$ cat src/rtl/nvdla_cacc_dlv_ctrl_pm_if.sv
// Producer handshake and dbuf read/write bus for the CACC delivery controller.
// The master modport is the controller's view; slave is the surrounding environment.
interface nvdla_cacc_dlv_ctrl_pm_if #(
    parameter int DW = 512,
    parameter int AW = 7
);
    logic          dlv_valid;
    logic          dlv_ready;
    logic [DW-1:0] dlv_data;
    logic [1:0]    dlv_pd;
    logic          dbuf_wr_en;
    logic [AW-1:0] dbuf_wr_addr;
    logic [DW-1:0] dbuf_wr_data;
    logic          dbuf_rd_en;
    logic          dbuf_rd_ready;
    logic [AW-1:0] dbuf_rd_addr;
    logic          dbuf_rd_stripe_end;
    logic          dbuf_rd_layer_end;
    logic          dp2reg_done;
    logic [AW:0]   dbuf_occupancy;

    modport master (
        input  dlv_valid, dlv_data, dlv_pd, dbuf_rd_ready,
        output dlv_ready, dbuf_wr_en, dbuf_wr_addr, dbuf_wr_data,
               dbuf_rd_en, dbuf_rd_addr, dbuf_rd_stripe_end, dbuf_rd_layer_end,
               dp2reg_done, dbuf_occupancy
    );

    modport slave (
        output dlv_valid, dlv_data, dlv_pd, dbuf_rd_ready,
        input  dlv_ready, dbuf_wr_en, dbuf_wr_addr, dbuf_wr_data,
               dbuf_rd_en, dbuf_rd_addr, dbuf_rd_stripe_end, dbuf_rd_layer_end,
               dp2reg_done, dbuf_occupancy
    );
endinterface

$ cat src/rtl/nvdla_cacc_dlv_ctrl_pm.sv
// CACC delivery controller: writes accepted lines into the dbuf, releases them for
// in-order reads after the RAM write latency, and tags stripe/layer ends at read time.
module nvdla_cacc_dlv_ctrl_pm #(
    parameter int DW        = 512,
    parameter int AW        = 7,
    parameter int WR_LAT    = 1,
    parameter int TAG_DEPTH = 4
) (
    input  logic                    nvdla_core_clk,
    input  logic                    nvdla_core_rst,
    nvdla_cacc_dlv_ctrl_pm_if.master bus
);
    localparam int          DEPTH      = 1 << AW;
    localparam int          TW         = $clog2(TAG_DEPTH);
    localparam logic [AW:0] DEPTH_C    = (AW+1)'(DEPTH);
    localparam logic [AW:0] CNT_ONE    = (AW+1)'(1);
    localparam logic [AW:0] CNT_ZERO   = (AW+1)'(0);
    localparam logic [AW-1:0] PTR_ONE  = AW'(1);
    localparam logic [TW:0] TAG_FULL_C = (TW+1)'(TAG_DEPTH);
    localparam logic [TW:0] TAG_ONE    = (TW+1)'(1);
    localparam logic [TW:0] TAG_ZERO   = (TW+1)'(0);
    localparam logic [TW-1:0] TP_ONE   = TW'(1);

    logic [AW:0]   res_cnt_r;
    logic [AW:0]   avl_cnt_r;
    logic [AW-1:0] wr_ptr_r;
    logic [AW-1:0] rd_ptr_r;
    logic [WR_LAT:0] mat_sr_r;
    logic          wr_en_r;
    logic [AW-1:0] wr_addr_r;
    logic [DW-1:0] wr_data_r;
    logic          done_r;
    logic [AW-1:0] tag_addr_r [TAG_DEPTH];
    logic [1:0]    tag_pd_r   [TAG_DEPTH];
    logic [TW-1:0] tag_wp_r;
    logic [TW-1:0] tag_rp_r;
    logic [TW:0]   tag_cnt_r;

    logic ready_s, accept_s, rd_en_s, pop_s, matured_s;
    logic tag_push_s, tag_hit_s, stripe_end_s, layer_end_s;

    // Handshake qualifiers and end-tag lookup; ready never looks at dlv_valid or dlv_pd.
    always_comb begin
        ready_s    = (res_cnt_r < DEPTH_C) && (tag_cnt_r < TAG_FULL_C);
        accept_s   = bus.dlv_valid & ready_s;
        rd_en_s    = (avl_cnt_r != CNT_ZERO);
        pop_s      = rd_en_s & bus.dbuf_rd_ready;
        matured_s  = mat_sr_r[WR_LAT];
        tag_push_s = accept_s & (bus.dlv_pd != 2'b00);
        tag_hit_s  = pop_s & (tag_cnt_r != TAG_ZERO) & (rd_ptr_r == tag_addr_r[tag_rp_r]);
        if (tag_hit_s) begin
            stripe_end_s = tag_pd_r[tag_rp_r][0];
            layer_end_s  = tag_pd_r[tag_rp_r][1];
        end else begin
            stripe_end_s = 1'b0;
            layer_end_s  = 1'b0;
        end
    end

    // One-cycle write pipeline into the dbuf plus the layer-done pulse.
    always_ff @(posedge nvdla_core_clk or posedge nvdla_core_rst) begin
        if (nvdla_core_rst) begin
            wr_en_r   <= 1'b0;
            wr_addr_r <= {AW{1'b0}};
            wr_data_r <= {DW{1'b0}};
            wr_ptr_r  <= {AW{1'b0}};
            done_r    <= 1'b0;
        end else begin
            wr_en_r <= accept_s;
            done_r  <= accept_s & bus.dlv_pd[0] & bus.dlv_pd[1];
            if (accept_s) begin
                wr_addr_r <= wr_ptr_r;
                wr_data_r <= bus.dlv_data;
                wr_ptr_r  <= wr_ptr_r + PTR_ONE;
            end
        end
    end

    // Accept travels WR_LAT+1 stages before the entry counts as readable.
    always_ff @(posedge nvdla_core_clk or posedge nvdla_core_rst) begin
        if (nvdla_core_rst) begin
            mat_sr_r <= {(WR_LAT+1){1'b0}};
        end else begin
            mat_sr_r[0] <= accept_s;
            for (int i = 1; i <= WR_LAT; i++) begin
                mat_sr_r[i] <= mat_sr_r[i-1];
            end
        end
    end

    // Reserved and readable counters plus the in-order read pointer.
    always_ff @(posedge nvdla_core_clk or posedge nvdla_core_rst) begin
        if (nvdla_core_rst) begin
            res_cnt_r <= CNT_ZERO;
            avl_cnt_r <= CNT_ZERO;
            rd_ptr_r  <= {AW{1'b0}};
        end else begin
            case ({accept_s, pop_s})
                2'b10:   res_cnt_r <= res_cnt_r + CNT_ONE;
                2'b01:   res_cnt_r <= res_cnt_r - CNT_ONE;
                default: res_cnt_r <= res_cnt_r;
            endcase
            case ({matured_s, pop_s})
                2'b10:   avl_cnt_r <= avl_cnt_r + CNT_ONE;
                2'b01:   avl_cnt_r <= avl_cnt_r - CNT_ONE;
                default: avl_cnt_r <= avl_cnt_r;
            endcase
            if (pop_s) begin
                rd_ptr_r <= rd_ptr_r + PTR_ONE;
            end
        end
    end

    // End-tag FIFO: holds the dbuf address and pd of every tagged line until it is read.
    always_ff @(posedge nvdla_core_clk or posedge nvdla_core_rst) begin
        if (nvdla_core_rst) begin
            for (int i = 0; i < TAG_DEPTH; i++) begin
                tag_addr_r[i] <= {AW{1'b0}};
                tag_pd_r[i]   <= 2'b00;
            end
            tag_wp_r  <= {TW{1'b0}};
            tag_rp_r  <= {TW{1'b0}};
            tag_cnt_r <= TAG_ZERO;
        end else begin
            if (tag_push_s) begin
                tag_addr_r[tag_wp_r] <= wr_ptr_r;
                tag_pd_r[tag_wp_r]   <= bus.dlv_pd;
                tag_wp_r             <= tag_wp_r + TP_ONE;
            end
            if (tag_hit_s) begin
                tag_rp_r <= tag_rp_r + TP_ONE;
            end
            case ({tag_push_s, tag_hit_s})
                2'b10:   tag_cnt_r <= tag_cnt_r + TAG_ONE;
                2'b01:   tag_cnt_r <= tag_cnt_r - TAG_ONE;
                default: tag_cnt_r <= tag_cnt_r;
            endcase
        end
    end

    assign bus.dlv_ready          = ready_s;
    assign bus.dbuf_wr_en         = wr_en_r;
    assign bus.dbuf_wr_addr       = wr_addr_r;
    assign bus.dbuf_wr_data       = wr_data_r;
    assign bus.dbuf_rd_en         = rd_en_s;
    assign bus.dbuf_rd_addr       = rd_ptr_r;
    assign bus.dbuf_rd_stripe_end = stripe_end_s;
    assign bus.dbuf_rd_layer_end  = layer_end_s;
    assign bus.dp2reg_done        = done_r;
    assign bus.dbuf_occupancy     = res_cnt_r;
endmodule

$ cat src/flat_wrapper.sv
// flat-port wrapper written by rule: the top's interface ports become plain ports
module nvdla_cacc_dlv_ctrl_pm_flat 
#(
    parameter int DW        = 512,
    parameter int AW        = 7,
    parameter int WR_LAT    = 1,
    parameter int TAG_DEPTH = 4
)
  (nvdla_core_clk, nvdla_core_rst, bus_dlv_valid, bus_dlv_data, bus_dlv_pd, bus_dbuf_rd_ready, bus_dlv_ready, bus_dbuf_wr_en, bus_dbuf_wr_addr, bus_dbuf_wr_data, bus_dbuf_rd_en, bus_dbuf_rd_addr, bus_dbuf_rd_stripe_end, bus_dbuf_rd_layer_end, bus_dp2reg_done, bus_dbuf_occupancy);
  nvdla_cacc_dlv_ctrl_pm_if #(.DW(DW), .AW(AW)) bus_i ();
  input  logic nvdla_core_clk;
  input  logic nvdla_core_rst;
  input wire logic [$bits(bus_i.dlv_valid)-1:0] bus_dlv_valid;
  input wire logic [$bits(bus_i.dlv_data)-1:0] bus_dlv_data;
  input wire logic [$bits(bus_i.dlv_pd)-1:0] bus_dlv_pd;
  input wire logic [$bits(bus_i.dbuf_rd_ready)-1:0] bus_dbuf_rd_ready;
  output wire logic [$bits(bus_i.dlv_ready)-1:0] bus_dlv_ready;
  output wire logic [$bits(bus_i.dbuf_wr_en)-1:0] bus_dbuf_wr_en;
  output wire logic [$bits(bus_i.dbuf_wr_addr)-1:0] bus_dbuf_wr_addr;
  output wire logic [$bits(bus_i.dbuf_wr_data)-1:0] bus_dbuf_wr_data;
  output wire logic [$bits(bus_i.dbuf_rd_en)-1:0] bus_dbuf_rd_en;
  output wire logic [$bits(bus_i.dbuf_rd_addr)-1:0] bus_dbuf_rd_addr;
  output wire logic [$bits(bus_i.dbuf_rd_stripe_end)-1:0] bus_dbuf_rd_stripe_end;
  output wire logic [$bits(bus_i.dbuf_rd_layer_end)-1:0] bus_dbuf_rd_layer_end;
  output wire logic [$bits(bus_i.dp2reg_done)-1:0] bus_dp2reg_done;
  output wire logic [$bits(bus_i.dbuf_occupancy)-1:0] bus_dbuf_occupancy;
  assign bus_i.dlv_valid = bus_dlv_valid;
  assign bus_i.dlv_data = bus_dlv_data;
  assign bus_i.dlv_pd = bus_dlv_pd;
  assign bus_i.dbuf_rd_ready = bus_dbuf_rd_ready;
  assign bus_dlv_ready = bus_i.dlv_ready;
  assign bus_dbuf_wr_en = bus_i.dbuf_wr_en;
  assign bus_dbuf_wr_addr = bus_i.dbuf_wr_addr;
  assign bus_dbuf_wr_data = bus_i.dbuf_wr_data;
  assign bus_dbuf_rd_en = bus_i.dbuf_rd_en;
  assign bus_dbuf_rd_addr = bus_i.dbuf_rd_addr;
  assign bus_dbuf_rd_stripe_end = bus_i.dbuf_rd_stripe_end;
  assign bus_dbuf_rd_layer_end = bus_i.dbuf_rd_layer_end;
  assign bus_dp2reg_done = bus_i.dp2reg_done;
  assign bus_dbuf_occupancy = bus_i.dbuf_occupancy;
  nvdla_cacc_dlv_ctrl_pm #(.DW(DW), .AW(AW), .WR_LAT(WR_LAT), .TAG_DEPTH(TAG_DEPTH)) u_core (.nvdla_core_clk(nvdla_core_clk), .nvdla_core_rst(nvdla_core_rst), .bus(bus_i));
endmodule
$ cat config.mk
export PLATFORM = sky130hd
export DESIGN_NAME = nvdla_cacc_dlv_ctrl_pm_flat
export DESIGN_NICKNAME = d
export VERILOG_FILES = /design/src/rtl/nvdla_cacc_dlv_ctrl_pm_if.sv /design/src/rtl/nvdla_cacc_dlv_ctrl_pm.sv /design/src/flat_wrapper.sv
export SDC_FILE = /design/constraint.sdc
export NUM_CORES = 1
export LEC_CHECK = 0
export ABC_AREA = 1
export CORE_AREA = 3 3 416 418
export DETAILED_ROUTE_END_ITERATION = 8
export DIE_AREA = 0 0 419 421
export DONT_BUFFER_PORTS = 1
export HOLD_SLACK_MARGIN = 0.06
export PLACE_DENSITY = 0.3
export SYNTH_ARGS = -nofsm -noshare
export SYNTH_HDL_FRONTEND = slang
export SYNTH_SLANG_ARGS = --single-unit
$ cat constraint.sdc
create_clock -name nvdla_core_clk -period 21.3 [get_ports nvdla_core_clk]
set_clock_uncertainty 0.05 [all_clocks]
set_input_delay 1.065 -clock nvdla_core_clk [delete_from_list [all_inputs] [get_ports nvdla_core_clk]]
set_output_delay 1.065 -clock nvdla_core_clk [all_outputs]
set_load 0.01 [all_outputs]
==> metrics.yaml <==
timing:
  tightest_slew_ns: 1.06
  finalHoldViolations: 0
  drv_slew: 0
  setup_viol: 0
  whs_ns: 0.406
  setup_tns_ns: 0
  fmax_mhz: 207
  slew_headroom_pct: 29.2
  finalCriticalPeriod_ns: 4.84
  rsz0062_at_grt: "no"
  period_share_pct: 22.7
yosys:
  synth_area_leaders: "dfrtp_1 64%, nand2_1 27%, ha_1 1.1%"
  yosysUniqueCellTypes: 33
  syn-num-nets: 3215
  synthCells: 2673
  synth_top_area_share_pct: 63.8
  yosys.area_share.xor_xnor_pct: 0.826
  yosys.area.top_type: "dfrtp_1"
  synth-edff-count: 0
  synthArstFlopShare_pct: 100
  yosys_warnings: 0
  postSynthAreaPerCell_um2: 8.73
  synthSimpleGateAreaFrac_pct: 28.9
  synth_seq_cells: 595
  synthMuxAreaShare_pct: 0
  synthAdderAreaFrac_pct: 1.38
  synth_top_family_by_area: "simple AND/OR/NAND/NOR gates"
  synthTopCellsByCount: "1,686 x nand2_1, 595 x dfrtp_1, 61 x clkbuf_1"
  ys.flop_type: "dfrtp_1"
  synth.cell_area_um2: 23300
  synth.most_common_cell: "nand2_1"
  ys_seq_area_share_pct: 63.8
  synth_compound_area_share_pct: 1.86
worst_setup_path:
  crit_required_ns: 21.84
  start_kind: "flop"
  cp_common_cell: "buf_4"
  cp_slowest_cell: "buf_4"
  slowest_delay_ns: 0.85
  path_cells: "nor2_4 -> nand2_8 -> buf_4 -> buf_4 -> buf_4 -> buf_4 -> nand2_1 -> nand2_1"
  cp_data_arrival_time_ns: 5.38
  cp-end-kind: "flop"
  worstPathMaxFanout: 83
  crit_family: "buffers and inverters"
  crit_buf_inv: 4
  worstSetupPathType: "reg -> reg"
place:
  port_buffers: 0
  dp_hpwl_um: 85100
  place_congestion: 0.885
  placed_cell_area_um2: 25800
drt:
  wirelength_um: 111000
  dr.pass1.iters: 5
  drcViolationCount: 0
  drtAntennaViolNets: 0
  vias_per_cell: 3.50
  vias: 17300
  drt_iter0_drc: 1335
  routedWlPerCell_um: 22.4
power:
  powerDensity_nw_per_um2: 177
  power_leakage_nw: 14.3
  ir_drop_mv: 0.0889
clock_tree:
  clockBufferDepth: 3
  htreeDepth: 3
  cts_root_buf: "clkbuf_16"
  cts_buffers: 79
  clock_latency_ns: 0.66
  clkSlewWorstSetupHoldPaths_ns: 0.06
  clock_sinks: 595
  cts_resized: 0
  cts_tree: "done"
  hold_buffers: 0
  cts_setup_buffers: 0
cells_and_area:
  area_growth_pct: 21.9
  fillers: 19076
  nNetsFinal: 3190
  design_area_um2: 28400
  drive_gt1_share_pct: 5.90
  seqCellArea_um2: 14900
  multi_input_area_um2: 7710
die:
  die_area_um2: 176000
  ioPinCount: 1058
  die_w_um: 419
  core_um2: 169000
  placementRows: 151
  dieHeight_um: 421
  start_util_pct: 13.8
global_routing:
  grt_usage_pct: 12.3
  antenna_found_initial: 29
  overflow: 0
  first_global_vias: 17498
  grt_max_degree: 174
  grt_first_pass_wirelength_um: 152000
flow_run:
  drv_cap: 0
run_status:
  status: "finished clean"
worst_hold_path:
  hp-class: "in -> async"
## metal layers
metal  track usage [%]  up-vias  part of all wire, %
met2              20.7      554                   49
li1                  -     8129                    -
met4              2.65       22                  1.7
met3              4.39      133                  7.1
met5                 0        -                 0.14
met1              14.9     8462                   42
## stage by stage
step	setup WS, ns	total power [mW]	cells	utilization, %
floorplan	3.53	3.09	2673	-
global placement	15.94	3.74	4785	15.2
finish	16.46	5.03	4945	16.8
CTS	16.32	5.15	4930	16.8
global route	16.03	5.39	4931	16.8
detailed placement	16.03	3.73	4785	15.2
## cell usage in the layout, fill, tap and decap left out, types with 4 or more instances in the layout
master | Yosys | layout
nor2_1 | 29 | 29
o21ai_1 | 16 | 16
ha_1 | 21 | 21
nand2_1 | 1686 | 1686
buf_4 | 1 | 17
clkinv_2 | 0 | 13
inv_2 | 6 | 5
inv_6 | 0 | 5
o21ai_0 | 43 | 43
diode_2 | 0 | 15
nand3_1 | 37 | 37
inv_1 | 46 | 45
xor2_1 | 18 | 18
dfrtp_1 | 595 | 595
xnor2_1 | 4 | 4
clkbuf_8 | 0 | 17
a21oi_1 | 16 | 16
nand4_1 | 4 | 4
clkbuf_1 | 61 | 19
bufinv_16 | 0 | 4
clkbuf_16 | 0 | 82
## cells by family (layout without fill, tap and decap cells)
group | after synthesis | in the layout
DFF | 595 | 595
xor gates and xnor gates | 22 | 22
AOI/OAI and AO/OA | 83 | 83
other | 0 | 15
and+or+nand+nor | 1771 | 1771
buffers and inverters | 178 | 217
adders and majority gates | 24 | 24
## sequential cells by signal, summed over array words and instances, names as in the netlist
name and cells:
u_core.tag_rp_r 2, u_core.bus.dbuf_rd_addr 7, u_core.bus.dbuf_occupancy 8, u_core.wr_ptr_r 7
u_core.bus.dbuf_wr_addr 7, u_core.avl_cnt_r 8, u_core.bus.dp2reg_done 1, u_core.tag_wp_r 2
u_core.tag_cnt_r 3, u_core.tag_addr_r 28, u_core.tag_pd_r 8, u_core.bus.dbuf_wr_data 512
u_core.mat_sr_r 2
## power by group
part | internal, mW | leakage, nW | switching [mW] | total, mW
Combinational | 0.372 | 5.64 | 0.749 | 1.12
Clock | 0.816 | 1.30 | 0.549 | 1.36
Sequential | 1.67 | 7.34 | 0.867 | 2.54
## area by class of cell
class                           count  share of cell area [%]
Sequential cell                   595                    52.4
Multi-Input combinational cell   1900                    27.1
Tap cell                         2218                    9.76
Clock buffer                      118                    8.29
Clock inverter                     27                   0.973
Inverter                           53                   0.753
Timing Repair Buffer               19                   0.590
Antenna cell                       15                   0.132
## final timing paths
| path | startpoint | to | slack, ns | depth (start not counted) |
|---|---|---|---|---|
| min in group nvdla_core_clk | u_core.mat_sr_r[0] | u_core.mat_sr_r[1] | 0.42 | 0 |
| setup reg to reg | u_core.bus.dbuf_occupancy[7] | u_core.bus.dbuf_wr_data[294] | 16.46 | 8 |
| setup / recovery | u_core.bus.dbuf_occupancy[7] | u_core.bus.dbuf_wr_data[294] | 16.46 | 8 |
| hold / removal | nvdla_core_rst | u_core.bus.dbuf_wr_data[317] | 0.41 | 1 |
| hold reg to reg | u_core.mat_sr_r[0] | u_core.mat_sr_r[1] | 0.42 | 0 |
| max in group asynchronous | nvdla_core_rst | u_core.bus.dbuf_wr_data[117] | 16.99 | 5 |
Note: power is estimated with default switching activity, not from simulation.
